File: src/rtl/pipe_pkg.sv
// Shared definitions for the elastic pipeline stage registers between D/E/M/W.
package pipe_pkg;

    typedef enum logic [1:0] {
        EMPTY = 2'd0,
        ONE   = 2'd1,
        TWO   = 2'd2
    } occ_t;

    localparam logic [31:0] NOP_INSN = 32'h0000_0000;

endpackage

File: src/rtl/sat_counter.sv
// Width-parametrised saturating up-counter with synchronous clear.
module sat_counter #(
    parameter int W = 16
) (
    input  logic         clk,
    input  logic         clr,
    input  logic         inc,
    output logic [W-1:0] cnt
);

    always_ff @(posedge clk) begin
        if (clr) begin
            cnt <= '0;
        end else if (inc && (cnt != {W{1'b1}})) begin
            cnt <= cnt + 1'b1;
        end
    end

endmodule

File: src/rtl/pipe_skid_stage.sv
// Elastic valid/ready stage register with a two-entry skid buffer, flush to NOP
// and a saturating stall-cycle counter.
module pipe_skid_stage
    import pipe_pkg::*;
#(
    parameter int            DW        = 33,
    parameter logic [DW-1:0] NOP_VALUE = DW'(NOP_INSN),
    parameter int            CNT_W     = 16
) (
    input  logic             clk,
    input  logic             rst,
    input  logic             flush,
    input  logic             in_valid,
    output logic             in_ready,
    input  logic [DW-1:0]    in_data,
    output logic             out_valid,
    input  logic             out_ready,
    output logic [DW-1:0]    out_data,
    output logic [CNT_W-1:0] stall_cnt
);

    occ_t          state;
    logic [DW-1:0] skid_data;
    logic          in_xfer;
    logic          out_xfer;

    assign in_xfer  = in_valid & in_ready;
    assign out_xfer = out_valid & out_ready;

    // out_data doubles as the main register; in_ready/out_valid are kept as
    // dedicated flops so no input ever reaches an output combinationally.
    always_ff @(posedge clk) begin
        if (rst || flush) begin
            state     <= EMPTY;
            out_valid <= 1'b0;
            in_ready  <= 1'b1;
            out_data  <= NOP_VALUE;
            skid_data <= NOP_VALUE;
        end else begin
            case (state)
                EMPTY: begin
                    if (in_xfer) begin
                        out_data  <= in_data;
                        out_valid <= 1'b1;
                        state     <= ONE;
                    end
                end
                ONE: begin
                    if (in_xfer && out_xfer) begin
                        out_data <= in_data;
                    end else if (out_xfer) begin
                        out_data  <= NOP_VALUE;
                        out_valid <= 1'b0;
                        state     <= EMPTY;
                    end else if (in_xfer) begin
                        skid_data <= in_data;
                        in_ready  <= 1'b0;
                        state     <= TWO;
                    end
                end
                TWO: begin
                    if (out_xfer) begin
                        out_data  <= skid_data;
                        skid_data <= NOP_VALUE;
                        in_ready  <= 1'b1;
                        state     <= ONE;
                    end
                end
                default: begin
                    state     <= EMPTY;
                    out_valid <= 1'b0;
                    in_ready  <= 1'b1;
                    out_data  <= NOP_VALUE;
                    skid_data <= NOP_VALUE;
                end
            endcase
        end
    end

    // Flush deliberately does not clear the counter: it accumulates across squashes.
    sat_counter #(
        .W(CNT_W)
    ) u_stall_cnt (
        .clk(clk),
        .clr(rst),
        .inc(out_valid & ~out_ready),
        .cnt(stall_cnt)
    );

endmodule
File: config.mk
export PLATFORM = sky130hd
export DESIGN_NAME = pipe_skid_stage
export DESIGN_NICKNAME = d
export VERILOG_FILES = /design/src/rtl/pipe_pkg.sv /design/src/rtl/sat_counter.sv /design/src/rtl/pipe_skid_stage.sv
export SDC_FILE = /design/constraint.sdc
export NUM_CORES = 1
export LEC_CHECK = 0
export CORE_MARGIN = 2
export CORE_UTILIZATION = 44
export CTS_CLUSTER_DIAMETER = 80
export CTS_CLUSTER_SIZE = 28
export DETAILED_ROUTE_END_ITERATION = 7
export PLACE_DENSITY = 0.73
export SLEW_MARGIN = 20
export SYNTH_ARGS = -nofsm -noshare
export SYNTH_HDL_FRONTEND = slang
export SYNTH_SLANG_ARGS = --single-unit
File: constraint.sdc
create_clock -name clk -period 2.6 [get_ports clk]
set_clock_uncertainty 0.2 [all_clocks]
set_input_delay 0.52 -clock clk [delete_from_list [all_inputs] [get_ports clk]]
set_output_delay 0.52 -clock clk [all_outputs]
set_load 0.05 [all_outputs]
==> metrics.txt <==
Slew @ Worst Pin 0.6972 ns; crit path cell chain clkdlybuf4s50_1; switching part of the total 0.2719; R2R depth 5; register bit total from synthesis 86; EDFF count, synth 0; Final HPWL DP 6528 microns; post-synthesis net count 440; Reg power frac 0.509; Final min period 2.397 ns; post-synthesis sequential area ratio 0.4564; Hold WS 0.2701 ns; unrepaired setup endpoints after global routing false; Setup WS post-layout 0.2028 ns; Critical path buffers and inverters 1; CTS Root Cell clkbuf_8; placed insts 575; # port buffers 88; critical-path maximum fanout 8; clock-pin slew on the worst setup and hold paths 0.08 ns; wire per inst 16.91 microns; Max Freq 417.2 MHz; DR vias 3,588; setup_tns 0 ns; average size of a mapped cell 9.407 sq um; Synth async-reset ratio 0; Num CTS Buffers 9; clock power share 0.348; RR Startpoint u_stall_cnt.cnt[0]; Crit Path Category reg2out; worst slack, placed 0.03273 ns; Max Cap Viol 0; Primary FF master, synth dfxtp_1; GP Congestion 0.8270; Vias/cell 6.071; Fillers 703; footprint of the multi-input gates 1912 sq um; cells after synthesis 401; P_int 1.947 mW; Hold Path Depth 1; Initial Util 0.4568; Final Hold Fails 0; GRT Overall Usage 0.2239; Routed WL 9993 microns; total power 2.675 mW; hold buffers post-CTS 0; Cell Area, Synth 3772 sq um; Die Wd 96.60 microns; CTS-repair resized insts 0; initial DRC count 234; slowest library cell on the worst path clkdlybuf4s50_1; worst flop-to-flop path endpoint u_stall_cnt.cnt[14]; H-tree depth 3; Hold WC Path Type reg2reg; post-CTS setup buffer count 0; remaining global-route overflow 0; CP endpoint kind output pin; Final nets 520; worst vdd ir 0.0002836 V; Final ANT Viol Nets 0; Pleak 1.590 nW; P per Cell Area 528.3 nW/um^2; Slew HR 0.5352; status complete, no violations; I/O pin cnt 89; synth warn 0; final setup fails 0; Die Y 96.60 microns; slowest stage delay, CP 0.86 ns; sw power 0.7273 mW; fin area 5062 sq um; most frequent cells in the layout clkdlybuf4s50_1, dfxtp_1, a21oi_1, o21ai_0, nand4b_1; CP arrival 1.68 ns; most common cell after layout, fill and taps aside clkdlybuf4s50_1; CTS max path bufs 2; DRC viols 0; dpl cell area 4866 sq um; CTS tree yes; worst hold endpoint out_data[25]; global-route wire length before repair 16,600 microns; worst path required time 1.88 ns; initial antenna violation count 0; Cell variety after synth 48; type of origin of the critical path flip-flop; worst-skew pair later-pin latency 0.34 ns; Slew Viols, Final 0; diode count 0; drt pass-1 iters 4; Hold Crit Start out_data[25]; row cnt 33; Logic pwr share 0.143; register area 1722 sq um; Top delay family on crit path buffers and inverters; utilization after layout 0.6130; Layout Cells excl Fill 591; pin count of the biggest net entering global routing 71; r2r setup slk 0.53 ns; clk sinks 86; crit share post-route 0.9220; die area 9331 sq um; vias in the first global route 3,515; Layout area overhead 34.20%; layout cell share with drive strength beyond 1 0.1049; Core ar. 8258 sq um
[power by group through the flow]
| stage | Clock, mW | Combinational [mW] | Sequential (mW) |
|---|---|---|---|
| 6_report | 0.931 | 0.383 | 1.36 |
| 5_1_grt | 1.01 | 0.411 | 1.36 |
| 4_1_cts | 0.950 | 0.384 | 1.36 |
| 3_5_place_dp | 0 | 0.383 | 1.39 |
| 3_3_place_gp | 0 | 0.381 | 1.39 |
| 2_1_floorplan | 0 | 0.141 | 1.46 |
[sequential cells by signal, indices dropped and copies added (netlist names)]
name and flops:
in_ready 1, out_data 33, out_valid 1, skid_data 33, state 2, u_stall_cnt.cnt 16
[Yosys cell counts (all sizes together), types with 2 or more instances]
master | count | share of area
nor3 | 3 | 0.0053
a211oi | 4 | 0.0093
nand3 | 5 | 0.0066
or2 | 2 | 0.0033
inv | 2 | 0.0020
nand3b | 3 | 0.0060
o21ai | 36 | 0.048
dfxtp | 86 | 0.46
or4 | 5 | 0.010
o2bb2ai | 33 | 0.077
buf | 6 | 0.0083
nand4 | 6 | 0.017
nor2b | 3 | 0.0050
nor4 | 3 | 0.011
o31ai | 6 | 0.012
nand4b | 34 | 0.079
clkbuf | 33 | 0.033
nand2 | 9 | 0.0090
o21bai | 4 | 0.0080
o41ai | 2 | 0.0046
nor2 | 11 | 0.011
a22oi | 33 | 0.066
or3 | 4 | 0.0066
nand2b | 3 | 0.0050
and3 | 3 | 0.0050
a21oi | 50 | 0.067
[cell type report]
cell class                      instances  share of cell area
Clock buffer                            9             0.02447
Clock inverter                          7             0.01434
Inverter                                2            0.001483
Multi-Input combinational cell        274              0.3777
Sequential cell                        86              0.3401
Tap cell                              105             0.02595
Timing Repair Buffer                  108              0.2160
[kinds of logic after synthesis]
| kind of cell | Yosys count | share of synthesized area |
|---|---|---|
| flops | 86 | 0.4564 |
| fa+ha+maj | 1 | 0.003316 |
| mux | 2 | 0.005638 |
| simple gates | 99 | 0.1901 |
| compound gates | 172 | 0.3015 |
| buf+inv | 41 | 0.04312 |
[layer usage]
metal	global-route usage	wire length, microns
met3	0.03491	516
met1	0.2978	4549
met2	0.3721	4838
met4	0.07394	89
met5	0	0
[worst max path at each step]
| stage | from | to | slack, ns | depth (start not counted) |
|---|---|---|---|---|
| after floorplan | out_valid | u_stall_cnt.cnt[15] | 0.40 | 5 |
| after global placement | out_ready | out_data[18] | 0.09 | 6 |
| after detailed placement | out_ready | out_data[29] | 0.03 | 6 |
| after CTS | u_stall_cnt.cnt[12] | stall_cnt[12] | 0.18 | 1 |
| after global routing | u_stall_cnt.cnt[12] | stall_cnt[12] | 0.13 | 1 |
| final | u_stall_cnt.cnt[7] | stall_cnt[7] | 0.20 | 1 |
(Power assumes the default switching activity.)
